**config.mk**
```make
export PLATFORM = sky130hd
export DESIGN_NAME = sdr_cfg_ctrl
export DESIGN_NICKNAME = d
export VERILOG_FILES = /design/src/rtl/sdr_cfg_ctrl.sv
export SDC_FILE = /design/constraint.sdc
export NUM_CORES = 1
export LEC_CHECK = 0
export BUFFER_PORTS_ARGS = -buffer_cell sky130_fd_sc_hd__buf_2
export CAP_MARGIN = 10
export CORE_MARGIN = 2
export CORE_UTILIZATION = 47
export DETAILED_ROUTE_END_ITERATION = 16
export PLACE_DENSITY = 0.67
export REMOVE_ABC_BUFFERS = 1
export SLEW_MARGIN = 20
export SYNTH_ARGS = -nofsm -noshare
export SYNTH_HDL_FRONTEND = slang
export SYNTH_SLANG_ARGS = --single-unit
```
**constraint.sdc**
```tcl
create_clock -name osc_clk -period 4.2 [get_ports osc_clk]
set_input_delay 0.84 -clock osc_clk [delete_from_list [all_inputs] [get_ports osc_clk]]
set_output_delay 0.84 -clock osc_clk [all_outputs]
set_load 0.02 [all_outputs]
```
**src/rtl/sdr_cfg_ctrl.sv**
```systemverilog
// Runtime configuration controller: parses framed UART commands and updates the carrier
// NCO phase increment and CIC decimation ratio, answering each frame with ACK/NAK.
module sdr_cfg_ctrl #(
   parameter logic [63:0] PINC_RESET  = 64'h01E1E1E1E1DBDFC0,
   parameter logic [15:0] DEC_RESET   = 16'd1024,
   parameter int unsigned TIMEOUT_CYC = 2000000
) (
   input  logic        osc_clk,
   input  logic        rst_n,
   input  logic        i_Rx_DV,
   input  logic [7:0]  i_Rx_Byte,
   output logic        o_Tx_DV,
   output logic [7:0]  o_Tx_Byte,
   input  logic        i_Tx_Done,
   output logic [63:0] phase_inc_carr,
   output logic [15:0] decimation_ratio,
   output logic        cfg_update,
   output logic        busy
);

   localparam logic [7:0] SyncByte = 8'hA5;
   localparam logic [7:0] AckByte  = 8'h06;
   localparam logic [7:0] NakByte  = 8'h15;
   localparam logic [7:0] CmdPinc  = 8'h01;
   localparam logic [7:0] CmdDec   = 8'h02;
   localparam logic [7:0] CmdPing  = 8'h03;

   localparam int unsigned     TmoW    = $clog2(TIMEOUT_CYC + 1);
   localparam logic [TmoW-1:0] TmoLast = TmoW'(TIMEOUT_CYC - 1);
   localparam logic [TmoW-1:0] TmoMax  = TmoW'(TIMEOUT_CYC);

   typedef enum logic [2:0] {
      StIdle, StCmd, StPayload, StCheck, StVerify, StCommit, StResp, StWait
   } state_e;

   state_e          state_q, state_d;
   logic [7:0]      cmd_q, cmd_d;
   logic [3:0]      cnt_q, cnt_d;
   logic [63:0]     shadow_q, shadow_d;
   logic [7:0]      xor_q, xor_d;
   logic            chk_ok_q, chk_ok_d;
   logic [TmoW-1:0] tmo_q, tmo_d;
   logic [63:0]     pinc_q, pinc_d;
   logic [15:0]     dec_q, dec_d;
   logic            tx_dv_q, tx_dv_d;
   logic [7:0]      tx_byte_q, tx_byte_d;
   logic            upd_q, upd_d;

   logic in_frame;
   logic timeout;

   assign in_frame = (state_q == StCmd) || (state_q == StPayload) || (state_q == StCheck);
   assign timeout  = in_frame && !i_Rx_DV && (tmo_q >= TmoLast);

   always_comb begin
      state_d   = state_q;
      cmd_d     = cmd_q;
      cnt_d     = cnt_q;
      shadow_d  = shadow_q;
      xor_d     = xor_q;
      chk_ok_d  = chk_ok_q;
      tmo_d     = '0;
      pinc_d    = pinc_q;
      dec_d     = dec_q;
      tx_dv_d   = 1'b0;
      tx_byte_d = tx_byte_q;
      upd_d     = 1'b0;

      // Idle-gap counter only runs between bytes of a frame and never wraps
      if (in_frame && !i_Rx_DV) begin
         tmo_d = (tmo_q == TmoMax) ? tmo_q : tmo_q + 1'b1;
      end

      unique case (state_q)
         StIdle: begin
            if (i_Rx_DV && (i_Rx_Byte == SyncByte)) begin
               state_d  = StCmd;
               shadow_d = '0;
               xor_d    = '0;
            end
         end
         StCmd: begin
            if (i_Rx_DV) begin
               cmd_d = i_Rx_Byte;
               xor_d = i_Rx_Byte;
               case (i_Rx_Byte)
                  CmdPinc: begin
                     cnt_d   = 4'd8;
                     state_d = StPayload;
                  end
                  CmdDec: begin
                     cnt_d   = 4'd2;
                     state_d = StPayload;
                  end
                  CmdPing: begin
                     cnt_d   = 4'd0;
                     state_d = StCheck;
                  end
                  default: begin
                     state_d   = StResp;
                     tx_dv_d   = 1'b1;
                     tx_byte_d = NakByte;
                  end
               endcase
            end
         end
         StPayload: begin
            if (i_Rx_DV) begin
               shadow_d = {shadow_q[55:0], i_Rx_Byte};
               xor_d    = xor_q ^ i_Rx_Byte;
               cnt_d    = cnt_q - 4'd1;
               if (cnt_q == 4'd1) begin
                  state_d = StCheck;
               end
            end
         end
         StCheck: begin
            if (i_Rx_DV) begin
               chk_ok_d = (i_Rx_Byte == xor_q);
               state_d  = StVerify;
            end
         end
         StVerify: begin
            if (chk_ok_q) begin
               state_d = StCommit;
            end else begin
               state_d   = StResp;
               tx_dv_d   = 1'b1;
               tx_byte_d = NakByte;
            end
         end
         StCommit: begin
            state_d = StResp;
            tx_dv_d = 1'b1;
            if ((cmd_q == CmdDec) && (shadow_q[15:0] < 16'd2)) begin
               tx_byte_d = NakByte;
            end else begin
               tx_byte_d = AckByte;
               if (cmd_q == CmdPinc) begin
                  pinc_d = shadow_q;
                  upd_d  = 1'b1;
               end
               if (cmd_q == CmdDec) begin
                  dec_d = shadow_q[15:0];
                  upd_d = 1'b1;
               end
            end
         end
         StResp: begin
            state_d = StWait;
         end
         StWait: begin
            if (i_Tx_Done) begin
               state_d = StIdle;
            end
         end
         default: begin
            state_d = StIdle;
         end
      endcase

      // A stalled frame is dropped silently together with its partial payload
      if (timeout) begin
         state_d  = StIdle;
         shadow_d = '0;
         xor_d    = '0;
         cnt_d    = '0;
      end
   end

   always_ff @(posedge osc_clk) begin
      if (!rst_n) begin
         state_q   <= StIdle;
         cmd_q     <= '0;
         cnt_q     <= '0;
         shadow_q  <= '0;
         xor_q     <= '0;
         chk_ok_q  <= 1'b0;
         tmo_q     <= '0;
         pinc_q    <= PINC_RESET;
         dec_q     <= DEC_RESET;
         tx_dv_q   <= 1'b0;
         tx_byte_q <= '0;
         upd_q     <= 1'b0;
      end else begin
         state_q   <= state_d;
         cmd_q     <= cmd_d;
         cnt_q     <= cnt_d;
         shadow_q  <= shadow_d;
         xor_q     <= xor_d;
         chk_ok_q  <= chk_ok_d;
         tmo_q     <= tmo_d;
         pinc_q    <= pinc_d;
         dec_q     <= dec_d;
         tx_dv_q   <= tx_dv_d;
         tx_byte_q <= tx_byte_d;
         upd_q     <= upd_d;
      end
   end

   assign o_Tx_DV          = tx_dv_q;
   assign o_Tx_Byte        = tx_byte_q;
   assign phase_inc_carr   = pinc_q;
   assign decimation_ratio = dec_q;
   assign cfg_update       = upd_q;
   assign busy             = (state_q != StIdle);

endmodule

```
# After elaboration in Yosys (flattened, before gate mapping)
# Cells that the tools add are included.
# totals
regBits	199
inputBits	12
output_inout_bits	91
elab_cells	103
# op_classes
addsub	2
order_cmp	2
n_eq_ne	25
muxes	31
n_bitwise	4
n_reduce_logical	27
# op_table
cell	count
two-way mux 64 bit	2
case mux 64 bit (2 select lines)	1
two-way mux 8 bit	6
case mux 8 bit (3 select lines)	2
equality test 8 x 2 -> 1 bit (second input constant)	3
case mux 3 bit (8 select lines)	1
adder 21 x 1 -> 21 bit (second input constant)	1
equality test 21 bit (second input constant)	1
greater-or-equal comparator 21 bit (second input constant)	1
two-way mux 3 bit	6
equality test 8 x 1 -> 1 bit (second input constant)	2
< comparator 16 x 2 -> 1 bit (second input constant)	1
!= test 2 bit (second input constant)	7
equality test 3 bit (second input constant)	4
case mux 4 bit (3 select lines)	1
AND reduction 4 bit	3
AND reduction 3 bit	3
nonzero test 3 bit	3
equality test 8 bit	1
equality test 8 bit (second input constant)	1
two-way mux 4 bit	2
case mux 4 bit (2 select lines)	1
XOR 8 bit	1
equality test 3 x 2 -> 1 bit (second input constant)	2
other kinds (20)	35

# Longest topological paths before layout
# Gate-level depths: netlist of run 1.
# logic_depth
ltp_word	6
ltp_mapped	8
mapped_depth_nobuf	7

# Worst setup path after synthesis of run 1
# Ideal clock, no wire load.
# synth_path
path_kind	input-to-reg
startpoint	input port i_Rx_Byte[6]
endpoint	register shadow_q[10]
setup_time_ps	128
arrival_ps	2365
t_required_ps	4072
slack_ps	1708
stages	7
path_buffers	2
cell_sequence	clkbuf_1 > or3_4 > nor4_4 > nor2_4 > buf_6 > a22oi_1 > nor2_1
# synth_between
elab_chain_cells	4
# synth_rtl
element	line	text
start: declaration	11	input logic [7:0] i_Rx_Byte,
equality test 8 bit	76	if (i_Rx_DV && (i_Rx_Byte == SyncByte)) begin
logical AND 1 bit	76	
!= test 2 bit (no source line)	-	
AND reduction 3 bit (no source line)	-	
end signal: assignment	189	shadow_q <= shadow_d;
end: declaration	39	logic [63:0] shadow_q, shadow_d;
# No other way between the ends.
# A chain may end at the register's enable or synchronous reset.

# Worst setup path in the final report of run 1
# layout_path
startpoint	register state_q[0]
endpoint	register pinc_q[3] (netlist: phase_inc_carr[3])
# layout_between
elab_chain_cells	2
# layout_rtl
element	line	text
start: declaration	36	state_e state_q, state_d;
start signal: assignment	173	state_q <= StIdle;
start signal: assignment	186	state_q <= state_d;
equality test 3 bit	74	unique case (state_q)
AND reduction 3 bit (no source line)	-	
end signal: assignment	193	pinc_q <= pinc_d;
end: declaration	43	logic [63:0] pinc_q, pinc_d;
# No other way between the ends.

==> results of run 1 <==
kinds of logic (layout without fill, tap and decap cells):
group / Yosys count / count (layout) / share of synthesized area (%)
and+or+nand+nor: 414 / 414 / 23.9
DFF: 194 / 194 / 50.6
AOI/OAI and AO/OA: 185 / 185 / 16.5
buffers and inverters: 80 / 146 / 4.92
xor gates and xnor gates: 26 / 26 / 2.97
adders and majority gates: 4 / 4 / 0.652
muxes: 3 / 3 / 0.408
other: 1 / 4 / 0.0489
worst reg2reg max path, stage by stage (launching register included):
cell      delay [ns]
dfxtp_1         0.57
nor2b_1         0.25
and2_1          0.24
and3_2          0.83
buf_4           0.35
nand2_1         0.08
a21boi_0        0.15
power by group through the flow:
stage / Clock [W] / Combinational, W / Sequential, W
after detailed placement: 0 / 0.0000742 / 0.00188
after CTS: 0.00171 / 0.0000741 / 0.00184
after floorplan: 0 / 0.0000309 / 0.00188
final: 0.00168 / 0.0000737 / 0.00184
after global routing: 0.00179 / 0.0000801 / 0.00184
after global placement: 0 / 0.0000739 / 0.00188
sequential cells by signal, summed over array words and instances (netlist names):
register / flops
cfg_update: 1
chk_ok_q: 1
cmd_q: 8
cnt_q: 4
decimation_ratio: 16
o_Tx_Byte: 3
o_Tx_DV: 1
phase_inc_carr: 64
shadow_q: 64
state_q: 3
tmo_q: 21
xor_q: 8
worst min path at each step:
stage                            start            to  cells after the start  slack, ns
after detailed placement      cmd_q[5]      cmd_q[5]                      2       0.45
after global routing          cmd_q[6]      cmd_q[6]                      2       0.48
after CTS                     cmd_q[5]      cmd_q[5]                      2       0.46
after global placement    o_Tx_Byte[2]  o_Tx_Byte[2]                      1       0.44
after floorplan               cmd_q[2]      cmd_q[2]                      2       0.44
final                         cmd_q[6]      cmd_q[6]                      2       0.45
cell type report:
| cell class | count | area, sq um |
|---|---|---|
| Tap cell | 216 | 270 |
| Clock buffer | 19 | 443 |
| Inverter | 7 | 26.3 |
| Sequential cell | 194 | 3880 |
| Multi-Input combinational cell | 636 | 3440 |
| Clock inverter | 13 | 178 |
| Timing Repair Buffer | 107 | 573 |
| Fill cell | 1491 | 7130 |
stage by stage:
| stage | total power [W] | area (sq um) | instances | hold WS, ns |
|---|---|---|---|---|
| after detailed placement | 0.00196 | 8190 | 1160 | 0.446 |
| after floorplan | 0.00191 | 7330 | 837 | 0.435 |
| final | 0.00359 | 8810 | 1192 | 0.453 |
| after global placement | 0.00196 | 8190 | 1160 | 0.441 |
| after global routing | 0.00371 | 8810 | 1192 | 0.478 |
| after CTS | 0.00363 | 8810 | 1192 | 0.456 |
metal layers:
metal  track usage [%]  up-vias  share of wire [%]
met5                 0        -                  0
met4              7.13        0                1.6
met3              3.84       19                4.0
met2              31.3      125                 45
met1              27.2     2961                 49
li1                  -     3213                  -
placed cells by master, fill, tap and decap left out, types with 4 or more instances in the layout:
master and count:
a22oi_1 64, o21ai_1 10, nand2b_1 5, nor3_1 13, clkbuf_16 17, conb_1 4
buf_2 97, nor4_1 8, nor2_1 109, xor2_1 9, xnor2_1 17, and3_1 10
a21boi_1 8, o21ai_0 28, nand2_1 178, nand4_1 9, dfxtp_1 194, nand3_1 57
a21oi_1 16, nor2b_1 4, inv_1 7, buf_4 9, o211ai_1 10, a21boi_0 32
ha_1 4
==> reports/results.ini, run 1 <==
[clock_tree]
tritoncts = done
clock_latency_ns = 0.43
cts_resized = 0
cts_buffer_depth = 2
root_buffer = clkbuf_16
hold_buffers = 0
post_cts_buffers = 0
cts_sinks = 194
cts-buffers-inserted = 17
cts.reportedPaths.clkPinSlew_ns = 0.07
cts_max_level = 4

[timing]
fin_crit_ns = 2.54
slew_headroom_pct = 38.9
final_hold_viol_count = 0
max_freq_mhz = 393
worst_slack_ns = 1.66
worst_slew_pin_slew_ns = 0.916
drv_slew = 0
fin_crit_sh_pct = 60.6
rsz0062_at_grt = no
setup_viol = 0
skew_ns = 0.00675
fin_tns_setup_ns = 0

[detailed_routing]
firstDrtPassIters = 5
vias = 6318
drt_iter0_markers = 467
ant_nets = 0
vias_per_cell = 5.30
wl_microns = 17000
wire_per_inst_microns = 14.3
drc = 0

[die]
pin_count = 103
rows = 46
die_h_microns = 132
die_area_sq_mm = 0.0174
start_util_pct = 48.1
core_sq_mm = 0.0159
die_width_microns = 132

[worst_setup_path]
end_kind = flop
r2r-start = state_q[0]
critical-path-top-delay-family = simple AND/OR/NAND/NOR gates
critPathLaunchType = flop
cp.depth = 6
r2r-end = phase_inc_carr[3]
cp_slowest_cell = and3_2
reg2regPathDepth = 6
critPathBufInv = 1
critPathMaxStageDelay_ns = 0.83
crit_fanout = 49
cp.required_ns = 4.55
r2r_slack_ns = 1.66
cp.arrival_ns = 2.90
crit_start = state_q[0]
crit_end = phase_inc_carr[3]
crit_type = flop to flop
cp_cell_sequence = nor2b_1 > and2_1 > and3_2 > buf_4 > nand2_1 > a21boi_0

[yosys]
avgSynthCellArea_sq_um = 8.46
synth-edff-count = 0
ys_top_cells_by_count = 194 x dfxtp_1, 178 x nand2_1, 110 x nor2_1, 64 x a22oi_1, 58 x nand3_1
ys_ff_latch = 194
synth_area_leaders = dfxtp_1 51%, nand2_1 8.7%, a22oi_1 6.3%
netlist_instances = 907
synth_top_area_cell = dfxtp_1
synthArstFlopShare_pct = 0
yosysMostFrequentCell = dfxtp_1
synth_ff_type = dfxtp_1
synth_top_area_share_pct = 50.6
yosysWarnings = 0
synthesis.area_sq_mm = 0.00767
ys_types = 55
ys_seq_area_share_pct = 50.6

[global_route]
grt_pass1_vias = 5719
grt_pass1_wl_microns = 28700
grt_usage_pct = 19.8
overflow = 0
grt_antenna_before_repair = 0
grt_max_degree = 66

[final_layout]
area_growth_pct = 14.8
layout-drive-gt1-share_pct = 15.4
n_antenna_cell = 0
nets = 979
final_util_pct = 55.3

[power]
power_frac_clock_pct = 46.7
max-vdd-ir-drop_uv = 302
power_leakage_nw = 3.32
sw_frac_of_total_pct = 21.4
power_density_mw_per_mm2 = 408
p_int_w = 0.00283
switching_power_w = 0.000767
p_comb_share_pct = 2.1
power_frac_seq_pct = 51.2

[worst_hold_path]
hp-class = flop to flop

[place]
port_buffers = 98
pre_cts_ws_ns = 1.29
dp_hpwl_microns = 10900
place.gp.congestion = 0.771

[run_status]
status = finished, final reports clean

[run]
cap_violations = 0

No activity file was read; power rests on OpenSTA's default activity.
==> run 2, diff against run 1 <==
Settings changed: ABC_AREA from default to 1, PLACE_DENSITY 0.67 to 0.69.
Clock period 4.2 ns to 2.2 ns, I/O delays scaled along.
==> reports/results.ini, run 2 <==
[detailed_routing]
wl_met2_microns = 8920
firstDrtPassIters = 5
ant_nets = 0
wl_met1_microns = 8940
vias_per_cell = 5.03
wl_microns = 18900
drc = 0
wire_per_inst_microns = 13.3
vias = 7178
met3_length_microns = 845
drt_iter0_markers = 463
top_layer = met4

[worst_setup_path]
r2r_slack_ns = 0.33
critPathLaunchType = flop
crit_type = flop to output port
end_kind = output port
crit_fanout = 7
cp.arrival_ns = 1.45
cp.required_ns = 1.76

[run]
cap_violations = 0

[yosys]
avgSynthCellArea_sq_um = 7.45
synth_top_area_cell = dfxtp_1
synth_top_area_share_pct = 47.1
ys_top_cells_by_count = 221 x nand2_1, 194 x dfxtp_1, 192 x nor2_1, 139 x a21oi_1, 121 x inv_1
synthesis.area_sq_mm = 0.00825
synth_ff_type = dfxtp_1
netlist_instances = 1108
ys_ff_latch = 194
ys_seq_area_share_pct = 47.1
synth-edff-count = 0
synth_area_leaders = dfxtp_1 47%, nand2_1 10%, nor2_1 8.7%
yosysWarnings = 0
synthArstFlopShare_pct = 0
yosysMostFrequentCell = nand2_1
ys_types = 35

[final_layout]
final_cell_mix = 220 x nand2_1, 194 x dfxtp_1, 192 x nor2_1
final_util_pct = 55.2
n_antenna_cell = 0
final_cells = 1427
nets = 1206
final_common_cell = nand2_1
area_growth_pct = 15.2
layout-drive-gt1-share_pct = 17.1

[timing]
worst_slew_pin_slew_ns = 0.724
setup_viol = 0
max_freq_mhz = 529
fin_crit_sh_pct = 85.9
slew_headroom_pct = 51.7
final_hold_viol_count = 0
worst_slack_ns = 0.311
fin_crit_ns = 1.89
holdWs_ns = 0.342
drv_slew = 0
rsz0062_at_grt = no
skew_ns = 0.00642

[die]
die_h_microns = 137
start_util_pct = 47.9
die_area_sq_mm = 0.0186
rows = 48
pin_count = 103
die_width_microns = 137
core_sq_mm = 0.0172

[worst_hold_path]
hp-class = primary input to flop

[place]
pre_cts_ws_ns = 0.349
place_inst = 1396
dp_hpwl_microns = 12300
place.gp.congestion = 0.846
port_buffers = 98

[power]
sw_frac_of_total_pct = 29.3
power_frac_seq_pct = 45.5
p_int_w = 0.00579
power_leakage_nw = 3.86
power_frac_clock_pct = 37.7
switching_power_w = 0.00239
power_density_mw_per_mm2 = 860
p_comb_share_pct = 16.8
finalPower_w = 0.00818
max-vdd-ir-drop_uv = 606

[global_route]
grt_usage_pct = 21.0
grt_pass1_wl_microns = 31300
grt_antenna_before_repair = 0
overflow = 0
grt_pass1_vias = 6497
grt_max_degree = 67

[clock_tree]
cts_sinks = 194
post_cts_buffers = 0
cts_max_level = 4
hold_buffers = 0
root_buffer = clkbuf_16
cts_buffer_depth = 2
cts-buffers-inserted = 17
cts_resized = 0
tritoncts = done
clock_latency_ns = 0.43
cts.reportedPaths.clkPinSlew_ns = 0.07

[run_status]
status = finished, final reports clean

-- run 2: kinds of logic (layout without fill, tap and decap cells) --
family	after synthesis	after routing	share of synthesized area, %
AO/OA/AOI/OAI	205	205	15.5
XOR/XNOR	11	11	1.17
adder cells (fa/ha/maj)	4	4	0.606
buffers and inverters	186	277	9.79
flip-flops	194	194	47.1
other	1	4	0.0454
AND/OR/NAND/NOR	507	507	25.8
-- run 2: power groups by stage --
stage | sequential [W] | clock [W] | combinational (W)
6_report | 0.00372 | 0.00308 | 0.00138
4_1_cts | 0.00372 | 0.00313 | 0.00137
3_5_place_dp | 0.00380 | 0 | 0.00136
5_1_grt | 0.00374 | 0.00328 | 0.00153
2_1_floorplan | 0.00380 | 0 | 0.000866
3_3_place_gp | 0.00380 | 0 | 0.00136
-- run 2: final timing paths --
path,startpoint,end,cells after the start
max,state_q[0],busy,5
min,i_Tx_Done,state_q[2],4
max reg2reg,cmd_q[3],phase_inc_carr[55],7
min reg2reg,o_Tx_Byte[1],o_Tx_Byte[1],2
-- run 2: layer usage --
layer | vias to the layer above | track usage (%)
met2 | 169 | 34.3
met1 | 3284 | 28.1
li1 | 3709 | -
met4 | 0 | 5.84
met3 | 16 | 4.59
met5 | - | 0
-- run 2: final cells by class --
class,count,area [sq um]
clock buffer,20,457
tap,225,282
timing repair buffer,119,698
multi-input combinational,731,3580
clock inverter,11,131
inverter,127,477
fill,1664,7730
sequential,194,3880
-- run 2: worst max-delay path: stages, from the launching register on --
cell and delay (ns):
dfxtp_1 0.37, nor2_1 0.19, inv_1 0.06, nor2_1 0.19, inv_1 0.06, buf_2 0.16
-- run 2: stage by stage --
step / setup TNS [ns] / cell area, sq um
final: 0 / 9510
after global placement: 0 / 8920
after global routing: 0 / 9510
after CTS: 0 / 9510
after detailed placement: 0 / 8920
after floorplan: -22.81 / 7930
==> run 3, diff against run 2 <==
Settings changed: CTS_BUF_LIST from default to sky130_fd_sc_hd__clkbuf_8.
==> reports/results.ini, run 3 (synthesis gave the netlist of run 2 again) <==
[die]
core_sq_mm = 0.0172
die_h_microns = 137
rows = 48
die_area_sq_mm = 0.0186
pin_count = 103
die_width_microns = 137
start_util_pct = 47.9

[timing]
worst_slack_ns = 0.273
max_freq_mhz = 519
setup_viol = 0
final_hold_viol_count = 0
skew_ns = 0.0119
rsz0062_at_grt = no
fin_crit_ns = 1.93
slew_headroom_pct = 52.0
fin_crit_sh_pct = 87.6
worst_slew_pin_slew_ns = 0.720
drv_slew = 0

[worst_setup_path]
critPathBufInv = 3
cp.arrival_ns = 1.49
critical-path-top-delay-family = flip-flops
end_kind = output port
cp.required_ns = 1.76
cp_slowest_cell = dfxtp_1
cp_cell_sequence = nor2_1 > inv_1 > nor2_1 > inv_1 > buf_2
crit_fanout = 7
r2r_slack_ns = 0.34
critPathMaxStageDelay_ns = 0.38
critPathLaunchType = flop
crit_type = flop to output port

[clock_tree]
cts.reportedPaths.clkPinSlew_ns = 0.09
cts_buffer_depth = 2
hold_buffers = 0
cts-buffers-inserted = 17
tritoncts = done
clock_latency_ns = 0.46
cts_max_level = 4
root_buffer = clkbuf_8
cts_resized = 0
cts_sinks = 194
post_cts_buffers = 0

[detailed_routing]
vias = 7098
ant_nets = 0
wl_microns = 18600
firstDrtPassIters = 7
vias_per_cell = 4.97
wire_per_inst_microns = 13.0
drc = 0
drt_iter0_markers = 500

[final_layout]
multi_input_area_sq_mm = 0.00358
final_cells = 1427
final_common_cell = nand2_1
register_area_sq_mm = 0.00388
final_cell_mix = 220 x nand2_1, 194 x dfxtp_1, 192 x nor2_1
layout-drive-gt1-share_pct = 17.1
area_growth_pct = 12.9
final_util_pct = 54.1
num-fill-cells = 1690
n_antenna_cell = 0
nets = 1206

[global_route]
grt_max_degree = 67
overflow = 0
grt_pass1_vias = 6393
grt_usage_pct = 20.6
grt_pass1_wl_microns = 30800
grt_antenna_before_repair = 0

[place]
place.gp.congestion = 0.846
port_buffers = 98
place_inst = 1396
dp_hpwl_microns = 12300
pre_cts_ws_ns = 0.349

[power]
max-vdd-ir-drop_uv = 514
finalPower_w = 0.00741
power_leakage_nw = 3.77
power_density_mw_per_mm2 = 796

[worst_hold_path]
hp-class = primary input to flop

[run]
cap_violations = 0

[run_status]
status = finished, final reports clean

## run 3: changes by cell type in the layout (fill, tap and decap cells not counted)
cell and delta:
clkbuf_1 -1, clkbuf_8 +17, inv_1 +1, clkbuf_16 -17
## run 3: worst reg2reg max path, stage by stage (launching register included)
cell and delay [ns]:
dfxtp_1 0.43, ha_1 0.22, nand2_1 0.08, nor2_1 0.22, nand2_1 0.11, inv_1 0.09
nand2_1 0.12, nor2_2 0.20, nand2_1 0.09, xor2_1 0.14, nor2_1 0.05
## run 3: power breakdown
| group | switching, W | internal, W |
|---|---|---|
| Clock | 0.00125 | 0.00107 |
| Sequential | 0.0000977 | 0.00362 |
| Combinational | 0.000946 | 0.000425 |
## run 3: worst paths after layout
check                   from  depth (start not counted)    endpoint
setup reg to reg    tmo_q[0]                         10   tmo_q[18]
hold / removal     i_Tx_Done                          4  state_q[2]
setup / recovery  state_q[0]                          5        busy
hold reg to reg     cmd_q[3]                          2    cmd_q[3]
## run 3: stage by stage
stage,hold WS [ns],instance area [sq um],setup TNS [ns]
after global routing,0.321,9320,0
after detailed placement,0.444,8920,0
after CTS,0.291,9320,0
after floorplan,0.429,7930,-22.81
final,0.311,9320,0
after global placement,0.440,8920,0
## run 3: area by class of cell
cell class | instances | area share [%]
clock buffers | 19 | 2.81
clock inverters | 12 | 1.45
inverters | 127 | 5.12
multi-input cells | 731 | 38.4
flip-flops and latches | 194 | 41.7
well taps | 225 | 3.02
repair buffers | 119 | 7.49
## run 3: metal layers
metal,GRT usage [%],routed length (microns)
met5,0,0
met4,5.21,209
met3,4.52,878
met2,33.1,8600
met1,28.1,8890
